[src/rtl/eth_pkg.sv]
// eth_pkg: shared constants for the MAC transmit arbiter.
// FSM encodings, byte width, drop counter width, saturating add.
package eth_pkg;

  localparam int ETH_BYTE_W = 8;
  localparam int DROP_W     = 16;

  localparam logic [1:0] ST_IDLE  = 2'd0;
  localparam logic [1:0] ST_XFER  = 2'd1;
  localparam logic [1:0] ST_ABORT = 2'd2;
  localparam logic [1:0] ST_DRAIN = 2'd3;

  function automatic logic [DROP_W-1:0] drop_add(
    input logic [DROP_W-1:0] cnt,
    input logic [3:0]        n
  );
    logic [DROP_W:0] sum;
    sum = {1'b0, cnt} + {{(DROP_W-3){1'b0}}, n};
    return sum[DROP_W] ? '1 : sum[DROP_W-1:0];
  endfunction

endpackage

[src/rtl/eth_rr_pick.sv]
// eth_rr_pick: combinational round-robin picker.
// req: request vector; last: previous winner index; pick: one-hot winner.
module eth_rr_pick #(
  parameter int N_PORTS = 2,
  parameter int IW      = $clog2(N_PORTS)
) (
  input  logic [N_PORTS-1:0] req,
  input  logic [IW-1:0]      last,
  output logic [N_PORTS-1:0] pick
);

  logic [IW-1:0] idx;
  logic          found;

  // Scan upward from last+1, wrapping, first hit wins.
  always_comb begin
    pick  = '0;
    found = 1'b0;
    idx   = '0;
    for (int k = 1; k <= N_PORTS; k++) begin
      idx = IW'((int'(last) + k) % N_PORTS);
      if (!found && req[idx]) begin
        pick[idx] = 1'b1;
        found     = 1'b1;
      end
    end
  end

endmodule

[src/rtl/eth_tx_arb.sv]
// eth_tx_arb: frame-level round-robin arbiter onto the MAC tx stream.
// s_*: requester streams; tx_*: MAC stream; grant: owner; drop_cnt: discards.
module eth_tx_arb
  import eth_pkg::*;
#(
  parameter int N_PORTS   = 2,
  parameter int STALL_MAX = 64
) (
  input  logic                         clk_mac,
  input  logic                         rst_n,
  input  logic [N_PORTS-1:0]           s_vld,
  input  logic [ETH_BYTE_W*N_PORTS-1:0] s_dat,
  input  logic [N_PORTS-1:0]           s_sof,
  input  logic [N_PORTS-1:0]           s_eof,
  input  logic [N_PORTS-1:0]           s_err,
  output logic [N_PORTS-1:0]           s_ack,
  output logic                         tx_vld,
  output logic [ETH_BYTE_W-1:0]        tx_dat,
  output logic                         tx_sof,
  output logic                         tx_eof,
  output logic                         tx_err,
  input  logic                         tx_ack,
  output logic [N_PORTS-1:0]           grant,
  output logic [DROP_W-1:0]            drop_cnt
);

  localparam int IW = $clog2(N_PORTS);
  localparam int SW = $clog2(STALL_MAX + 1);

  logic [1:0]            state;
  logic [IW-1:0]         last;
  logic [SW-1:0]         stall;
  logic                  started;
  logic                  ab_idle;

  logic [N_PORTS-1:0]    cand;
  logic [N_PORTS-1:0]    stray;
  logic [N_PORTS-1:0]    pick;
  logic [IW-1:0]         pick_idx;
  logic [3:0]            n_stray;
  logic [N_PORTS-1:0]    ack_raw;

  logic                  g_vld;
  logic                  g_sof;
  logic                  g_eof;
  logic                  g_err;
  logic [ETH_BYTE_W-1:0] g_dat;
  logic                  restart;

  assign cand  = s_vld & s_sof;
  assign stray = s_vld & ~s_sof;

  assign g_vld = |(s_vld & grant);
  assign g_sof = |(s_sof & grant);
  assign g_eof = |(s_eof & grant);
  assign g_err = |(s_err & grant);

  // New sof from the owner after its first byte moved.
  assign restart = g_vld & g_sof & started;

  eth_rr_pick #(
    .N_PORTS (N_PORTS),
    .IW      (IW)
  ) u_pick (
    .req  (cand),
    .last (last),
    .pick (pick)
  );

  always_comb begin
    g_dat = '0;
    for (int i = 0; i < N_PORTS; i++)
      if (grant[i])
        g_dat = s_dat[ETH_BYTE_W*i +: ETH_BYTE_W];
  end

  always_comb begin
    pick_idx = '0;
    n_stray  = '0;
    for (int i = 0; i < N_PORTS; i++) begin
      if (pick[i])
        pick_idx = IW'(i);
      n_stray = n_stray + {3'b0, stray[i]};
    end
  end

  always_comb begin
    tx_vld  = 1'b0;
    tx_dat  = '0;
    tx_sof  = 1'b0;
    tx_eof  = 1'b0;
    tx_err  = 1'b0;
    ack_raw = '0;
    unique case (state)
      ST_IDLE: begin
        ack_raw = stray;
      end
      ST_XFER: begin
        tx_vld  = g_vld & ~restart;
        tx_dat  = g_dat;
        tx_sof  = g_sof;
        tx_eof  = g_eof;
        tx_err  = g_err;
        ack_raw = grant & {N_PORTS{tx_ack & ~restart}};
      end
      ST_ABORT: begin
        tx_vld = 1'b1;
        tx_eof = 1'b1;
        tx_err = 1'b1;
      end
      ST_DRAIN: begin
        ack_raw = grant;
      end
      default: ;
    endcase
  end

  // Nothing is consumed from a requester while reset is held.
  assign s_ack = ack_raw & {N_PORTS{rst_n}};

  always_ff @(posedge clk_mac) begin
    if (!rst_n) begin
      state    <= ST_IDLE;
      grant    <= '0;
      last     <= IW'(N_PORTS - 1);
      stall    <= '0;
      started  <= 1'b0;
      ab_idle  <= 1'b0;
      drop_cnt <= '0;
    end else begin
      unique case (state)
        ST_IDLE: begin
          drop_cnt <= drop_add(drop_cnt, n_stray);
          if (|cand) begin
            grant   <= pick;
            last    <= pick_idx;
            state   <= ST_XFER;
            started <= 1'b0;
            stall   <= '0;
          end
        end
        ST_XFER: begin
          if (restart) begin
            state   <= ST_ABORT;
            ab_idle <= 1'b1;
          end else if (g_vld) begin
            stall <= '0;
            if (tx_ack) begin
              started <= 1'b1;
              if (g_eof) begin
                state <= ST_IDLE;
                grant <= '0;
              end
            end
          end else if (stall == SW'(STALL_MAX - 1)) begin
            stall   <= '0;
            state   <= ST_ABORT;
            ab_idle <= 1'b0;
          end else begin
            stall <= stall + SW'(1);
          end
        end
        ST_ABORT: begin
          if (tx_ack) begin
            if (ab_idle) begin
              state <= ST_IDLE;
              grant <= '0;
            end else begin
              state <= ST_DRAIN;
            end
          end
        end
        ST_DRAIN: begin
          if (g_vld) begin
            drop_cnt <= drop_add(drop_cnt, 4'd1);
            if (g_eof) begin
              state <= ST_IDLE;
              grant <= '0;
            end
          end
        end
        default: state <= ST_IDLE;
      endcase
    end
  end

endmodule
[config.mk]
export PLATFORM = sky130hd
export DESIGN_NAME = eth_tx_arb
export DESIGN_NICKNAME = d
export VERILOG_FILES = /design/src/rtl/eth_pkg.sv /design/src/rtl/eth_rr_pick.sv /design/src/rtl/eth_tx_arb.sv
export SDC_FILE = /design/constraint.sdc
export NUM_CORES = 1
export LEC_CHECK = 0
export CAP_MARGIN = 20
export CORE_ASPECT_RATIO = 1.5
export CORE_UTILIZATION = 25
export DETAILED_ROUTE_END_ITERATION = 10
export GPL_TIMING_DRIVEN = 1
export PLACE_DENSITY = 0.42
export SYNTH_ARGS = -nofsm -noshare
export SYNTH_HDL_FRONTEND = slang
export SYNTH_SLANG_ARGS = --single-unit
[constraint.sdc]
create_clock -name clk_mac -period 7.83 [get_ports clk_mac]
set_input_delay 2.349 -clock clk_mac [delete_from_list [all_inputs] [get_ports clk_mac]]
set_output_delay 2.349 -clock clk_mac [all_outputs]
set_load 0.02 [all_outputs]
* After elaboration in Yosys (flattened, before gate mapping)
Cells that the tools add are included. Widths: inputs -> output; s select.
Operators by class: multiplexer cells 56, equality and inequality tests 14, reduce and logical (&&, ||, !) cells 20, add/subtract/negate cells 6, bitwise gates (word level) 15, order comparisons 4
Operators by type and width (count):
- $mux 16 | 3
- $mux 2 | 19
- $pmux 16 s2 | 1
- $mux 7 | 4
- $mux 8 | 3
- $add 16x1->17 const B | 1
- $add 16x2->17 | 1
- $and 2x2->2 | 8
- $mux 1 | 16
- $pmux 2 s4 | 2
- $ne 2x2->1 const B | 7
- $pmux 7 s2 | 1
- $reduce_and 5->1 | 2
- $reduce_or 2->1 | 5
- $ne 4x4->1 const B | 2
- $pmux 1 s2 | 4
- $add 7x1->7 const B | 1
- $eq 7x6->1 const B | 1
- $reduce_and 7->1 | 1
- $pmux 2 s3 | 1
- $reduce_and 3->1 | 2
- $reduce_bool 2->1 | 3
- $and 1x1->1 | 4
- $eq 2x2->1 const B | 2
- other kinds (14) | 21
Storage, ports and cells: word-level logic and storage cells 122, output and inout bits 32, bits of input ports 27, bits in registers 30

* Logic depth before layout (Yosys ltp)
word-level depth 10, mapped depth 9, depth with buffers taken out 8

* Hierarchy
From an unflattened synthesis, not the netlist that was laid out.
Second synthesis, totals: cell total of the unflattened synthesis 317, area total of the unflattened synthesis 2388.5 um2
By module, submodules not included:
- eth_tx_arb | seq. area each 600.6 um2, cells an instance 314, area each 2369.8 um2, instances 1
- eth_rr_pick | seq. area each 0.0 um2, cells an instance 3, area each 18.8 um2, instances 1

* Least setup slack after synthesis
OpenSTA, ideal clock, no wires.
path kind input -> output, from input s_vld[0], to output s_ack[0], data arrival time 3305 ps, data required time 5481 ps, path buffers 0, stages on the path 5, slack 2176 ps, cell sequence a22o_1 > nand3_1 > a31oi_1 > nand2b_1 > a21oi_1
Between the ends: cells in the longest elaborated chain, start to end 9, elaborated cells between the ends (all ways) 10, those cells by class 1 x mux; 8 x bitwise; 1 x reduce/logical
RTL lines:
- from (decl) | RTL line eth_tx_arb.sv:11 | input logic [N_PORTS-1:0] s_vld,
- $and 2x2->2 | RTL line eth_tx_arb.sv:53 | assign g_vld = |(s_vld & grant);
- $reduce_or 2->1 | RTL line eth_tx_arb.sv:53
- $and 1x1->1 (2 in series) | RTL line eth_tx_arb.sv:59 | assign restart = g_vld & g_sof & started;
- $not 1->1 | RTL line eth_tx_arb.sv:104 | ack_raw = grant & {N_PORTS{tx_ack & ~restart}};
- $and 1x1->1 | RTL line eth_tx_arb.sv:104
- $and 2x2->2 | RTL line eth_tx_arb.sv:104
- $pmux 2 s3 * | RTL line eth_tx_arb.sv:94 | unique case (state)
- $and 2x2->2 * | RTL line eth_tx_arb.sv:119 | assign s_ack = ack_raw & {N_PORTS{rst_n}};
- to (decl) | RTL line eth_tx_arb.sv:16 | output logic [N_PORTS-1:0] s_ack,
Mark *: on every way between the ends. The rest lies on a longest branch, timed or not.

* Worst setup path after layout
from input s_vld[0], to output s_ack[1]
Between the ends: cells in the longest elaborated chain, start to end 9
RTL lines (RTL line):
- $and 2x2->2 | eth_tx_arb.sv:53
- $reduce_or 2->1 | eth_tx_arb.sv:53
- $and 1x1->1 (2 in series) | eth_tx_arb.sv:59
- $not 1->1 | eth_tx_arb.sv:104
- $and 1x1->1 | eth_tx_arb.sv:104
- $and 2x2->2 | eth_tx_arb.sv:104
- $pmux 2 s3 | eth_tx_arb.sv:94
- $and 2x2->2 | eth_tx_arb.sv:119
Every way passes these cells.

==> results by group <==
Synth
  • Synth area leader: dfxtp_1
  • Syn Std Cell Area: around 0.0023 mm2
  • Syn Area/Cell: 7.540 um2
  • Yosys warns: 0
  • Top-count cell post-synth: nor2_1
  • Syn_nets: 345
  • Synth Instances: 309
  • Post-synthesis register bit count: 30
  • Commonest cells in the synthesized netlist: nor2_1, dfxtp_1, nand2_1, nand3_1, a21oi_1
  • Post-synth top area share: 25.78%
  • Post-synth ARST share: 0%
  • Top post-synthesis cells by area: dfxtp_1, nor2_1, ha_1, nand3_1, a22oi_1
  • Number of flops mapped to enable cells by yosys: 0
  • Synth cell types: 57
  • Sequential area share after synthesis: 25.78%
  • Ys flop type: dfxtp_1

Job
  • Max-capacitance violation count: 0

Clocking
  • Clock sink count: 30
  • Clk_lat worst skew: 280 ps
  • Resize count post-CTS: 0
  • Root Driver: clkbuf_16
  • Clock tree buffer depth: 2
  • CTS tree: done
  • Clock-pin slew on the worst setup and hold paths: 60 ps
  • Post-CTS setup buffer count: 0
  • TritonCTS Buffers: 5
  • Max H-tree Level: 2
  • Cts hold-fix bufs: 0

Power
  • NetSw: 0.0002770 W
  • Share of power burned in registers: 31.2%
  • Pleak: 1.064 nW
  • Clock Power Share: 29.3%
  • Switch share: about two fifths
  • Power Density: 220.9 mW/mm2
  • Int Pwr: 0.0004075 W
  • Maximum VDD drop: 0.00008334 V
  • Combinational share of power: between 30% and 40%

STA
  • RSZ-0062 raised after global routing: no
  • Slew HR: 48.16%
  • Fmax: 0.1475 GHz
  • WHS: 464.4 ps
  • Setup TNS: 0 ps
  • Setup violators final: 0
  • Count of final hold-check violations: 0
  • Tightest Pin Transition: 777.6 ps
  • Min Clock Period, post-route: 6780 ps
  • Crit share post-route: about 87%
  • Final Max Slew Viols: 0
  • Layout Skew: ~6.5 ps

Route
  • DRT Pass-1 Iters: 4
  • Wire length per cell: 17.45 um
  • Vias per inst: ~5.5
  • Post-Route WL: 8061 um
  • ANT nets after route: 0
  • Remaining DRCs: 0
  • Initial DRC Count: 142
  • Vias: ~2600

Min path
  • Worst hold endpoint: stall[6]$_SDFFE_PN0P_
  • WHS Path Cells: 1
  • HP Class: reg -> reg
  • Min-delay src: stall[6]$_SDFFE_PN0P_

Worst setup path
  • CP startpoint: s_vld[0]
  • CP max stage cell: clkdlybuf4s50_1
  • R2R cell count: 7
  • CP bufs+invs: 2
  • Startpoint types: input port
  • Crit path DAT: 4430 ps
  • Cell Chain, Critical Path: clkdlybuf4s50_1 -> a22o_1 -> nand3_1 -> a31oi_1 -> nand2b_1 -> a21oi_1 -> clkdlybuf4s50_1
  • Slowest stage delay, CP: 620 ps
  • Critical path depth in cells: 7
  • Max FO, Critical Path: 8
  • Crit path required time: 5480 ps
  • CP Capture Type: output pin
  • FF-to-FF Start: drop_cnt[0]$_SDFFE_PN0P_
  • CP most frequent cell: clkdlybuf4s50_1
  • Reg2Reg Setup Slack: 5120 ps
  • Crit-path leading delay family: buffers and inverters
  • Critical R2R Capture: drop_cnt[13]$_SDFFE_PN0P_
  • Crit path kind: in -> out

GRT
  • Vias in the first global route: between 2000 and 3000
  • First-pass GRT wire length: approximately 13000 um
  • Total grt overflow: 0
  • Global Route Usage Sum: 17.58%
  • Initial antenna violation count: 0
  • Largest net degree at the start of global routing: 21

Cells and area
  • Layout cells sized above 1: 4.830%
  • Antenna cells: 0
  • NumNets Final: 387
  • Area Growth Syn to Fin: 33.03%

Floorplan
  • Die W: just over 80 um
  • DIE AREA: slightly below 0.01 mm2
  • I/O pin total: 59
  • Core outline area: 0.008934 mm2
  • Core Rows: 42
  • Starting Density: 26.08%
  • Die height: around 120 um

Placement
  • Routability cong.: 0.7984
  • Dpl hpwl: 6025 um
  • Port buffer count: 58

Status
  • Status: completed
[final cells by class]
class,instances,area [um2]
inverters,8,30.03
fillers,997,5834
multi-input cells,247,1592
repair buffers,59,588.1
well taps,110,137.6
clock buffers,6,138.9
flip-flops and latches,30,600.6
clock inverters,2,12.51
[power by group through the flow]
stage               Clock [W]  Combinational [W]  Sequential, W
global route         0.000214           0.000301       0.000220
global placement            0           0.000273       0.000217
finish               0.000201           0.000270       0.000214
detailed placement          0           0.000272       0.000218
floorplan                   0           0.000168       0.000217
CTS                  0.000206           0.000273       0.000214
[worst max path at each step]
stage               endpoint  slack [ps]
floorplan           s_ack[0]        2180
detailed placement  s_ack[1]        1030
CTS                 s_ack[1]        1030
global placement    s_ack[1]        1060
global route        s_ack[1]         940
finish              s_ack[1]        1050
[through the flow]
stage | worst slack (ps) | util, % | power, W | instance area (um2) | instances
after floorplan | 2176 | - | 0.0003851 | 2330 | 309
after global placement | 1061 | 33.00 | 0.0004897 | 2948 | 454
after detailed placement | 1029 | 33.00 | 0.0004901 | 2948 | 454
after CTS | 1028 | 34.69 | 0.0006937 | 3099 | 462
after global routing | 938.8 | 34.69 | 0.0007352 | 3099 | 462
final | 1050 | 34.69 | 0.0006846 | 3099 | 462
[cell usage in the layout, fill, tap and decap left out, drive strengths merged, types with 3 or more instances in the layout]
cell | netlist | layout
a21oi | 19 | 19
o22ai | 3 | 3
a22oi | 14 | 14
a31oi | 12 | 12
nor2 | 31 | 31
nand2b | 3 | 3
clkbuf | 16 | 6
inv | 8 | 8
o21a | 3 | 3
dfxtp | 30 | 30
a211oi | 7 | 7
nor2b | 4 | 4
o21ai | 14 | 14
clkdlybuf4s50 | 0 | 58
o211ai | 4 | 4
and4 | 6 | 6
nand3 | 20 | 20
o31ai | 3 | 3
and2 | 4 | 4
nor4 | 3 | 3
ha | 8 | 8
o211a | 3 | 3
nor3 | 6 | 6
nand4 | 11 | 11
nand2 | 22 | 22
xor2 | 5 | 5
and3 | 7 | 7
[sequential cells by signal (all words and copies together) (netlist names)]
| register | cells |
|---|---|
| grant | 2 |
| last | 1 |
| stall | 7 |
| started | 1 |
| ab_idle | 1 |
| state | 2 |
| drop_cnt | 16 |
[cell families (layout without fill, tap and decap cells)]
kind of cell / count (synthesis) / after routing / share of synthesized area, %
xor gates and xnor gates: 6 / 6 / 2.256
and+or+nand+nor: 121 / 121 / 26.26
AOI/OAI and AO/OA: 109 / 109 / 33.78
adders and majority gates: 9 / 9 / 5.156
muxes: 2 / 2 / 0.8593
DFF: 30 / 30 / 25.78
buffers and inverters: 32 / 75 / 5.908
[per-layer routing]
layer | share of wire, % | vias to the layer above | GRT usage (%)
met1 | 38 | 1202 | 18.74
met4 | 2.4 | 0 | 8.482
met3 | 4.4 | 13 | 3.472
met5 | 0 | - | 0
met2 | 55 | 77 | 31.93
li1 | - | 1266 | -
(Power assumes the default switching activity.)
==> RTL edit (same flow settings) <==
Register the output `drop_cnt` once more; this adds one clock of latency there. The other outputs are not delayed to match.
--- a/src/rtl/eth_tx_arb.sv
+++ b/src/rtl/eth_tx_arb.sv
@@ -26,6 +26,8 @@
 
   localparam int IW = $clog2(N_PORTS);
   localparam int SW = $clog2(STALL_MAX + 1);
+
+  logic [DROP_W-1:0] drop_cnt_s0;
 
   logic [1:0]            state;
   logic [IW-1:0]         last;
@@ -126,11 +128,11 @@
       stall    <= '0;
       started  <= 1'b0;
       ab_idle  <= 1'b0;
-      drop_cnt <= '0;
+      drop_cnt_s0 <= '0;
     end else begin
       unique case (state)
         ST_IDLE: begin
-          drop_cnt <= drop_add(drop_cnt, n_stray);
+          drop_cnt_s0 <= drop_add(drop_cnt_s0, n_stray);
           if (|cand) begin
             grant   <= pick;
             last    <= pick_idx;
@@ -172,7 +174,7 @@
         end
         ST_DRAIN: begin
           if (g_vld) begin
-            drop_cnt <= drop_add(drop_cnt, 4'd1);
+            drop_cnt_s0 <= drop_add(drop_cnt_s0, 4'd1);
             if (g_eof) begin
               state <= ST_IDLE;
               grant <= '0;
@@ -184,4 +186,8 @@
     end
   end
 
+  always_ff @(posedge clk_mac) begin
+    drop_cnt <= drop_cnt_s0;
+  end
+
 endmodule
Function: changed (a bounded check fails within 4 cycles, from zero or initial values and one cycle with rst_n low).
==> RTL edit against the original RTL <==
Maximum frequency is 1.3% higher; setup slack better by 0.086 ns; sequential cell count grew 16; final cell count increased by 9.7%; total power rose by 9.6%; largest cell class unchanged; synthesized cell count is 2.6% higher; synthesized area grew 15%; register-to-register slack worse by 0.14 ns; wire length increased by 3.6%; design area increased by 13%; highest routed layer unchanged.
==> RTL edit: results (changes against the original RTL) <==
Synthesis
  • Commonest cells post-synth: dfxtp_1 (46), nor2_1 (35), nand3_1 (22), nand2_1 (21), a21oi_1 (16)
  • Syn Nets: 353 (+2.3%)
  • Seq/Total Area, Yosys: 34.5% (+8.7 points)
  • Syn Area/Cell: 8.43 sq um (+12%)
  • Main area contributors after synthesis: dfxtp_1 (34%), nor2_1 (4.9%), nand3_1 (4.1%), ha_1 (3.7%), a22oi_1 (3.1%)

Pwr
  • Clock Power Share: 27.8% (-1.5 points)
  • Comb group: 0.000262 W (-3%)
  • Sw frac: 36.5% (-4.0 points)
  • Peak supply drop: 0.0720 mV (-14%)
  • Total power: 0.000750 W (+9.6%)

Drt
  • DR WL met3: 269 um (-25%)
  • DR WL/cell: 16.5 um (-5.6%)
  • Detailed-route via count: 2,621 (+2.5%)
  • Met2 Wirelength: 4.65 mm (+5.4%)
  • M1 WL: 3.13 mm (+1.4%)
  • DRT iter0 DRCs: 119 (-16%)

Final layout
  • Nets: 403 (+4.1%)
  • Finished Cell Area: 0.00350 sq mm (+13%)
  • Layout fillers: 1,092 (+9.5%)
  • Non-Filler Instances: 507 (+9.7%)
  • Layout cell share with drive strength beyond 1: 5.74% (+0.91 points)

Worst setup path
  • Crit path DAT: 4.35 ns (-0.08 ns)
  • Critical Path Start: s_sof[0]
  • RR Endpoint: drop_cnt_s0[5]
  • Worst R2R Start: drop_cnt_s0[0]
  • Max Fanout on Critical Path: 6 (-2)
  • Cell depth of the worst flop-to-flop path: 6 (-1)

Global routing
  • Vias in the first global route: 2,726 (+8.9%)
  • Largest net degree at the start of global routing: 20 (-4.8%)

Outcome
  • Outcome: finished, final reports clean

STA
  • Worst relative slew slack: 37.4% (-11 points)
  • Min Hold Slack: 0.433 ns (-0.0316 ns)

Placed design
  • Inst Count DP: 501 (+10%)
  • Post-DP HPWL: 6.37 mm (+5.7%)
  • Routability cong.: 0.830 (+3.9%)

Min path
  • Hold Crit Depth: 0 (-1)
==> RTL edit: cell types whose count changed after synthesis, sizes merged, moves of 3 or more <==
| cell | delta |
|---|---|
| buf | +3 |
| and3 | -3 |
| dfxtp | +16 |
| a31oi | -6 |
| and4 | -4 |
| a221oi | +3 |
| o41a | +3 |
| mux2i | +5 |
| o21ai | -3 |
| clkbuf | -9 |
| a22oi | -3 |
| inv | -3 |
| nor2 | +4 |
| a221o | +3 |
==> RTL edit: routing by layer <==
layer  GRT usage [%]  vias up
met2            31.9       78
met1            15.7     1222
li1                -     1301
met3            2.76       20
met5               0        -
met4            7.75        0
==> RTL edit: area by class of cell <==
cell class,instances,area share [%]
clock buffers,6,3.97
repair buffers,61,17.2
flip-flops and latches,46,26.3
multi-input cells,247,46.8
well taps,141,5.04
inverters,6,0.644
==> RTL edit: cells by family after synthesis <==
group	share of synthesized area [%]
xor+xnor	2.62
buf+inv	4.31
fa+ha+maj	4.49
compound gates	27.7
simple gates	23.8
mux	2.62
flops	34.5
